`config.mk`:
```
export PLATFORM = sky130hd
export DESIGN_NAME = regfile_alu_ctrl
export DESIGN_NICKNAME = d
export VERILOG_FILES = /design/src/rtl/rf_pkg.sv /design/src/rtl/rf_alu.sv /design/src/rtl/regfile_alu_ctrl.sv
export SDC_FILE = /design/constraint.sdc
export NUM_CORES = 1
export LEC_CHECK = 0
export ABC_CLOCK_PERIOD_IN_PS = 4700
export CAP_MARGIN = 20
export CORE_MARGIN = 1
export CORE_UTILIZATION = 35
export CTS_CLUSTER_DIAMETER = 50
export DETAILED_ROUTE_END_ITERATION = 10
export HOLD_SLACK_MARGIN = 0.1
export PLACE_DENSITY = 0.55
export RECOVER_POWER = 25
export SYNTH_ARGS = -nofsm -noshare
export SYNTH_HDL_FRONTEND = slang
export SYNTH_HIERARCHICAL = 1
export SYNTH_SLANG_ARGS = --single-unit
export TNS_END_PERCENT = 10
```
`constraint.sdc`:
```
create_clock -name clk -period 4.7 [get_ports clk]
set_input_delay 1.41 -clock clk [delete_from_list [all_inputs] [get_ports clk]]
set_output_delay 1.41 -clock clk [all_outputs]
set_load 0.005 [all_outputs]
```
`src/rtl/rf_pkg.sv`:
```
// Shared constants for the register-file ALU controller: widths, opcodes, FSM states.
package rf_pkg;

    localparam int RF_DW = 8;
    localparam int RF_AW = 3;

    localparam logic [2:0] OP_ADD = 3'b000;
    localparam logic [2:0] OP_SUB = 3'b001;
    localparam logic [2:0] OP_AND = 3'b010;
    localparam logic [2:0] OP_OR  = 3'b011;
    localparam logic [2:0] OP_XOR = 3'b100;
    localparam logic [2:0] OP_LDI = 3'b101;
    localparam logic [2:0] OP_SHL = 3'b110;
    localparam logic [2:0] OP_NOP = 3'b111;

    typedef enum logic [2:0] {
        ST_IDLE = 3'd0,
        ST_RDA  = 3'd1,
        ST_RDB  = 3'd2,
        ST_EXEC = 3'd3,
        ST_WB   = 3'd4
    } rf_state_e;

endpackage

```
`src/rtl/rf_alu.sv`:
```
// Combinational ALU: result modulo 2^DW plus zero and carry/borrow flags.
module rf_alu
    import rf_pkg::*;
#(
    parameter int DW = RF_DW
) (
    input  logic [2:0]    op_i,
    input  logic [DW-1:0] a_i,
    input  logic [DW-1:0] b_i,
    input  logic [DW-1:0] imm_i,
    output logic [DW-1:0] result_o,
    output logic          zero_o,
    output logic          carry_o
);

    logic [DW:0] add_w;
    logic [DW:0] sub_w;

    // Extended add/sub so the top bit is the carry-out / borrow.
    assign add_w = {1'b0, a_i} + {1'b0, b_i};
    assign sub_w = {1'b0, a_i} - {1'b0, b_i};

    // Opcode decode; only ADD, SUB and SHL produce a carry.
    always_comb begin
        result_o = '0;
        carry_o  = 1'b0;
        case (op_i)
            OP_ADD: begin
                result_o = add_w[DW-1:0];
                carry_o  = add_w[DW];
            end
            OP_SUB: begin
                result_o = sub_w[DW-1:0];
                carry_o  = sub_w[DW];
            end
            OP_AND: result_o = a_i & b_i;
            OP_OR:  result_o = a_i | b_i;
            OP_XOR: result_o = a_i ^ b_i;
            OP_LDI: result_o = imm_i;
            OP_SHL: begin
                result_o = {a_i[DW-2:0], 1'b0};
                carry_o  = a_i[DW-1];
            end
            default: begin
                result_o = '0;
                carry_o  = 1'b0;
            end
        endcase
        zero_o = (result_o == '0);
    end

endmodule

```
`src/rtl/regfile_alu_ctrl.sv`:
```
// Sequencer that reads two registers, runs the ALU and writes the result back.
// Handshake: a command transfers on a rising edge where cmd_valid and cmd_ready
// are both 1; cmd_ready is 1 only in IDLE, so cmd_valid is ignored elsewhere.
// Register file read data (rf_q) arrives one cycle after rf_rsel.
module regfile_alu_ctrl
    import rf_pkg::*;
#(
    parameter int DW = RF_DW,
    parameter int AW = RF_AW
) (
    input  logic          clk,
    input  logic          clrn,
    input  logic          cmd_valid,
    output logic          cmd_ready,
    input  logic [2:0]    cmd_op,
    input  logic [AW-1:0] cmd_ra,
    input  logic [AW-1:0] cmd_rb,
    input  logic [AW-1:0] cmd_rd,
    input  logic [DW-1:0] cmd_imm,
    output logic [AW-1:0] rf_rsel,
    input  logic [DW-1:0] rf_q,
    output logic          rf_wen,
    output logic [AW-1:0] rf_wsel,
    output logic [DW-1:0] rf_d,
    output logic          res_valid,
    output logic [DW-1:0] res_data,
    output logic          res_zero,
    output logic          res_carry,
    output logic [2:0]    dbg_state
);

    rf_state_e     state_q, state_d;
    logic [2:0]    op_q;
    logic [AW-1:0] ra_q, rb_q, rd_q;
    logic [DW-1:0] imm_q;
    logic [DW-1:0] a_q;
    logic [AW-1:0] rsel_q;
    logic [DW-1:0] res_data_q;
    logic          res_zero_q, res_carry_q;

    logic [DW-1:0] alu_result;
    logic          alu_zero, alu_carry;
    logic          accept;

    assign accept = cmd_valid && (state_q == ST_IDLE);

    // State register.
    always_ff @(posedge clk or negedge clrn) begin
        if (!clrn) state_q <= ST_IDLE;
        else       state_q <= state_d;
    end

    // Next state: fixed five-cycle walk once a command is accepted.
    always_comb begin
        state_d = state_q;
        case (state_q)
            ST_IDLE: if (accept) state_d = ST_RDA;
            ST_RDA:  state_d = ST_RDB;
            ST_RDB:  state_d = ST_EXEC;
            ST_EXEC: state_d = ST_WB;
            ST_WB:   state_d = ST_IDLE;
            default: state_d = ST_IDLE;
        endcase
    end

    // State-decoded outputs; writes happen only in WB and never for NOP.
    always_comb begin
        cmd_ready = (state_q == ST_IDLE);
        res_valid = (state_q == ST_WB);
        rf_wen    = (state_q == ST_WB) && (op_q != OP_NOP);
    end

    // Command latch, read-select sequencing, operand A capture, result register.
    always_ff @(posedge clk or negedge clrn) begin
        if (!clrn) begin
            op_q        <= '0;
            ra_q        <= '0;
            rb_q        <= '0;
            rd_q        <= '0;
            imm_q       <= '0;
            a_q         <= '0;
            rsel_q      <= '0;
            res_data_q  <= '0;
            res_zero_q  <= 1'b0;
            res_carry_q <= 1'b0;
        end else begin
            case (state_q)
                ST_IDLE: if (accept) begin
                    op_q   <= cmd_op;
                    ra_q   <= cmd_ra;
                    rb_q   <= cmd_rb;
                    rd_q   <= cmd_rd;
                    imm_q  <= cmd_imm;
                    rsel_q <= cmd_ra;
                end
                ST_RDA:  rsel_q <= rb_q;
                ST_RDB:  a_q    <= rf_q;
                ST_EXEC: begin
                    res_data_q  <= alu_result;
                    res_zero_q  <= alu_zero;
                    res_carry_q <= alu_carry;
                end
                default: ;
            endcase
        end
    end

    // rf_q holds operand B during EXEC.
    rf_alu #(.DW(DW)) u_alu (
        .op_i     (op_q),
        .a_i      (a_q),
        .b_i      (rf_q),
        .imm_i    (imm_q),
        .result_o (alu_result),
        .zero_o   (alu_zero),
        .carry_o  (alu_carry)
    );

    assign rf_rsel   = rsel_q;
    assign rf_wsel   = rd_q;
    assign rf_d      = res_data_q;
    assign res_data  = res_data_q;
    assign res_zero  = res_zero_q;
    assign res_carry = res_carry_q;
    assign dbg_state = state_q;

    // ra_q is only needed to load rsel_q on accept; keep it observable for checkers.
    logic unused_ra;
    assign unused_ra = ^ra_q;

endmodule

```
==> qor.yml <==
status: "complete, but fails checks"
failed_checks: "max-capacitance violations, max-slew violations"
p_int_mw: 1.39
syn-mean-instance-area_um2: 8.93
p_comb_share_pct: 60.8
seq_area_frac_synth_pct: 34.3
utilization_pct: 44.3
core-area_um2: 8260
rsz0062_at_grt: "no"
grt_pass1_wl_um: 12100
met1_usage_pct: 23.1
start_util_pct: 36.2
power.density_nw_per_um2: 670
cts_htree_levels: 2
worstPathRequired_ns: 4.94
yosys.area.top_type_share_pct: 34.3
hold_class: "register to register"
port-buffer-count: 60
vias: 2475
cts_resized: 0
ios: 61
fin_crit_sh_pct: 87.5
antenna_found_initial: 0
mostFrequentLayoutCells: "nand2_1, clkdlybuf4s50_1, dfrtp_1, inv_1, ha_1"
grt-ovfl-total: 0
max_slew_margin_pct: -50.2
drt_iter0_drc: 97
swShare_pct: 43.1
power_leakage_nw: 1.64
die_h_um: 94.5
netlist_area_um2: 2990
pwr-share-seq_pct: 29.4
nets: 437
p_sw_mw: 1.06
setup_viol: 0
grt_max_degree: 42
clockRootBuffer: "clkbuf_8"
yosys_warnings: 6
end_kind: "register"
synthTopCellsByArea: "dfrtp_1, ha_1, nand2_1, mux2_2, inv_1"
dieArea_um2: 8920
crit_arrival_ns: 4.35
final-hold-violation-count: 0
rows: 33
slew_violations: 42
die_x_um: 94.5
drive_gt1_share_pct: 9.21
synth_seq_cells: 41
cts_hold_buffers: 0
grt_usage_pct: 17.3
start_kind: "primary input"
use_met3_pct: 3.78
diodes: 0
gp_congestion: 0.802
drtAntennaViolNets: 0
clkPwrFrac_pct: 9.8
yosysTopAreaCell: "dfrtp_1"
worst-slew-pin-transition_ns: 2.25
min_period_ns: 4.11
criticalPathCategory: "primary input to register"
cp_max_fo: 4
cts_tree: "built"
drc: 0
grt_use_met2_pct: 29.2
grt_pass1_vias: 2465
final_common_cell: "nand2_1"
synth-edff-count: 0
clockBufferDepth: 2
drt_pass1_iterations: 4
syn_nets: 393
syn_to_final_growth_pct: 22.2
vdd_drop_max_mv: 0.226
cts_buffers: 5
fmax_mhz: 243
netlist_instances: 335
setup-tns-final_ns: 0
clk_pin_slew_ns: 0.09
postCtsSetupBuffers: 0
drv_cap: 1
fillCellCount: 859
gr-max-usage-layer: "met2"
synth_ff_type: "dfrtp_1"
async_reset_ff_share_pct: 100
wl_um: 7080
clkLatencyLatePin_ns: 0.29
dpl.hpwl_um: 5170
routedWlPerCell_um: 14.6
cts_sinks: 41
skew_ns: 0.00922
via_per_inst: 5.10
synthDistinctLibCells: 53
==> per-layer routing <==
| metal | wire [um] | vias to the layer above | share of wire [%] |
|---|---|---|---|
| li1 | - | 1215 | - |
| met1 | 3220 | 1195 | 45 |
| met2 | 3440 | 61 | 49 |
| met3 | 389 | 4 | 5.5 |
| met4 | 36 | 0 | 0.51 |
| met5 | 0 | - | 0 |
==> metrics by stage <==
step                      hold slack (ns)  total power [mW]  worst slack, ns  instance area (um^2)  cells
after floorplan                     0.439              1.76            0.996                  2990    335
after global placement              0.452              2.22            0.352                  3570    477
after detailed placement            0.458              2.23            0.277                  3570    477
after CTS                           0.481              2.49            0.577                  3660    485
after global routing                0.520              2.71            0.405                  3660    485
final                               0.473              2.45            0.588                  3660    485
==> critical path, cell delays in order <==
cell and delay, ns:
clkdlybuf4s50_1 0.52, ha_1 0.22, inv_1 0.07, fa_1 0.49, inv_1 0.04, mux4_2 0.44, o21a_1 0.20, or2_0 0.21
or4_1 0.43, nor4_2 0.15, mux2_2 0.18
==> sequential cells by signal (all words and copies together) (netlist names) <==
signal,cells
res_zero,1
op_q,3
rf_rsel,3
rb_q,3
res_carry,1
a_q,8
imm_q,8
dbg_state,3
res_data,8
rf_wsel,3
==> cell type report <==
type / count / area (um^2) / area share [%]
clock inverters: 3 / 21.3 / 0.581
flip-flops and latches: 41 / 1030 / 28.0
inverters: 26 / 97.6 / 2.67
repair buffers: 63 / 617 / 16.9
multi-input cells: 242 / 1700 / 46.4
well taps: 105 / 131 / 3.59
clock buffers: 5 / 68.8 / 1.88
==> Yosys cell counts, drive strengths merged (2+ instances only) <==
| library cell | instances |
|---|---|
| nand2 | 61 |
| dfrtp | 41 |
| inv | 26 |
| ha | 25 |
| buf | 20 |
| mux2 | 18 |
| a21oi | 16 |
| o21ai | 16 |
| nor2 | 14 |
| mux2i | 8 |
| nand2b | 8 |
| nor3 | 8 |
| nor3b | 8 |
| clkbuf | 6 |
| o22ai | 5 |
| nor2b | 4 |
| xnor2 | 4 |
| a22oi | 3 |
| a31oi | 3 |
| nand3 | 3 |
| o211ai | 3 |
| o221ai | 3 |
| a211o | 2 |
| a211oi | 2 |
| a221oi | 2 |
| and2 | 2 |
| fa | 2 |
| nor4b | 2 |
| o21a | 2 |
| o31ai | 2 |
| or2 | 2 |
==> power by group through the flow <==
stage	clock (mW)	sequential, mW	combinational [mW]
after detailed placement	0	0.736	1.50
final	0.240	0.720	1.49
after global routing	0.266	0.755	1.69
after CTS	0.253	0.729	1.51
after global placement	0	0.730	1.49
after floorplan	0	0.654	1.11
==> final timing paths <==
kind,start,endpoint,cells past startpoint,slack (ns)
max,rf_q[0],res_zero,11,0.59
min,imm_q[0],imm_q[0],2,0.47
max in group asynchronous,clrn,imm_q[3],1,1.63
min in group asynchronous,clrn,a_q[4],1,1.77
max reg2reg,a_q[0],res_zero,10,1.84
min reg2reg,imm_q[0],imm_q[0],2,0.47
==> kinds of logic after synthesis <==
| group | share of synthesized area (%) |
|---|---|
| simple gates | 19.9 |
| compound gates | 13.5 |
| buf+inv | 8.86 |
| flops | 34.3 |
| mux | 10.2 |
| fa+ha+maj | 11.8 |
| xor+xnor | 1.46 |
(Power assumes the default switching activity.)
==> patch 1 (same flow settings) <==
Set the package constant `RF_DW` to 7 (it was 8).
--- a/src/rtl/rf_pkg.sv
+++ b/src/rtl/rf_pkg.sv
@@ -3,3 +3,3 @@
 
-    localparam int RF_DW = 8;
+    localparam int RF_DW = 7;
     localparam int RF_AW = 3;
Ports: changed (resized cmd_imm, res_data, rf_d and rf_q); port bits go from 61 to 57. No check against the original RTL was run, so the function may have changed too.
==> patch 1 against the unedited design <==
The run still ends with capacitance limit, slew limit left; worst setup slack got worse by 0.11 ns; count of clock-buffer cells in the layout did not move; hold slack improved by 0.039 ns; sequential cell count fell by 3; final area fell by 4.0%; critical path type unchanged; wire length fell by 5.9%; core utilization rose by 0.93 points; total power rose by 1.7%; synthesized area fell by 5.6%.
==> patch 1: results (changes against the unedited design) <==
LEAKAGE 0.00151 µW (was 0.00164 µW); Total GRT Usage 16.6% (was 17.3%); Nets 374 (was 437); Top delay family on crit path simple AND/OR/NAND/NOR gates (unchanged); Distinct cells, synth 56 (was 53); min-delay src res_carry (was imm_q[0]); DP Wirelength 4750 µm (was 5170 µm); final slew viol count 39 (was 42); clock latency at the later pin of the worst-skew pair 0.29 ns (about the same); Fill cells 772 (was 859); CTS resizes 0 (unchanged); Synth async-reset ratio 100% (unchanged); layout cells sized above 1 15.2% (was 9.21%); first-pass GRT wire length 11000 µm (was 12100 µm); CTS root buf clkbuf_8 (unchanged); hold path endpoint res_carry (was imm_q[0]); vias in the first global route 2167 (was 2465); initial antenna violation count 0 (unchanged); r2r startpoint op_q[2] (was a_q[0]); Reg2Reg Setup Slack 1.45 ns (was 1.84 ns); outcome finished with violations (unchanged); slowest stage delay, CP 0.56 ns (was 0.52 ns); Max VDD drop 282 µV (was 226 µV); yosys warns 6 (unchanged); drt initial violations 151 (was 97); largest net degree at the start of global routing 39 (was 42); Worst-path clk slew 0.08 ns; CTS Buffer Depth 2 (unchanged); 1st-pass router iterations 4 (unchanged); Num CTS Buffers 5 (unchanged); Area contributors post-synth dfrtp_1 (34%), ha_1 (9.7%), mux2_2 (9.6%) (was dfrtp_1 (34%), ha_1 (10%), nand2_1 (7.7%)); Post-CTS Setup Inserts 0 (unchanged); Worst Hold Path Cells 1 (was 2); routability congestion estimate 0.879 (was 0.802); violated checks capacitance limit, slew limit (unchanged); Worst path slowest cell or4_1 (was clkdlybuf4s50_1); Slew HR -43.7% (was -50.2%); maxcap violations 1 (unchanged); drt wl/cell 15.7 µm (was 14.6 µm); arrival time at the worst endpoint 4.45 ns (was 4.35 ns); RR Endpoint res_zero (unchanged); Hold Path Class reg -> reg (unchanged); Antenna diodes 0 (unchanged); Sw Ratio 40.5% (was 43.1%); synth cell count leaders dfrtp_1 (38), mux2_2 (24), ha_1 (22) (was nand2_1 (61), dfrtp_1 (41), ha_1 (25), inv_1 (25), mux2_2 (18)); CP max FO 4 (unchanged); vias per std cell 5.14 (was 5.10); Worst Skew 0.00875 ns (was 0.00922 ns); reg2reg path depth 7 (was 10); # H-tree levels 2 (unchanged); Port Buffers 56 (was 60); sequential area share after synthesis 33.6% (was 34.3%); Mapped Nets 332 (was 393)
-- patch 1: worst max-delay path by stage --
stage	from	to	slack, ns	cells past startpoint
floorplan	rf_q[0]	res_zero	0.96	10
global placement	rf_q[0]	res_zero	0.27	11
detailed placement	rf_q[0]	res_zero	0.20	11
CTS	rf_q[0]	res_zero	0.48	11
global route	rf_q[0]	res_zero	0.34	11
finish	rf_q[0]	res_zero	0.48	11
-- patch 1: cells by family (layout without fill, tap and decap cells) --
group	count (synthesis)	count (layout)	share of synthesized area [%]
DFF	38	38	33.6
AOI/OAI and AO/OA	58	58	14.4
and+or+nand+nor	71	71	14.5
xor gates and xnor gates	4	4	1.24
adders and majority gates	24	24	11.2
buffers and inverters	44	87	8.01
muxes	40	40	17.0
-- patch 1: cell type report --
type                            instances  area share (%)
Tap cell                              102            3.63
Clock inverter                          3            1.96
Clock buffer                            5            1.96
Timing Repair Buffer                   58            16.2
Multi-Input combinational cell        197            46.9
Inverter                               21            2.24
Sequential cell                        38            27.1
-- patch 1: power groups by stage --
stage | clock (µW) | combinational (µW) | sequential, µW
2_1_floorplan | 0 | 1090 | 611
3_3_place_gp | 0 | 1440 | 720
5_1_grt | 368 | 1570 | 745
6_report | 341 | 1440 | 713
3_5_place_dp | 0 | 1430 | 721
4_1_cts | 352 | 1440 | 717
-- patch 1: worst reg2reg max path, delay by kind of cell, from the launching register on --
kind	cells	cell delay (ns)
flops	1	0.97
simple gates	6	2.03
mux	1	0.18
-- patch 1: through the flow --
step | setup WS, ns | hold WS [ns] | cell area (µm²) | cells | total power [µW]
floorplan | 0.961 | 0.480 | 2830 | 279 | 1700
global placement | 0.273 | 0.497 | 3380 | 416 | 2160
detailed placement | 0.197 | 0.491 | 3380 | 416 | 2150
CTS | 0.477 | 0.520 | 3510 | 424 | 2510
global route | 0.338 | 0.540 | 3510 | 424 | 2680
finish | 0.476 | 0.512 | 3510 | 424 | 2490
-- patch 1: metal layers --
layer	wire length (µm)	GRT usage, %	vias up	part of all wire, %
met3	311	3.07	6	4.7
met5	0	0	-	0
li1	-	-	1066	-
met1	3280	23.5	1045	49
met2	3010	25.5	64	45
met4	57	5.08	0	0.86
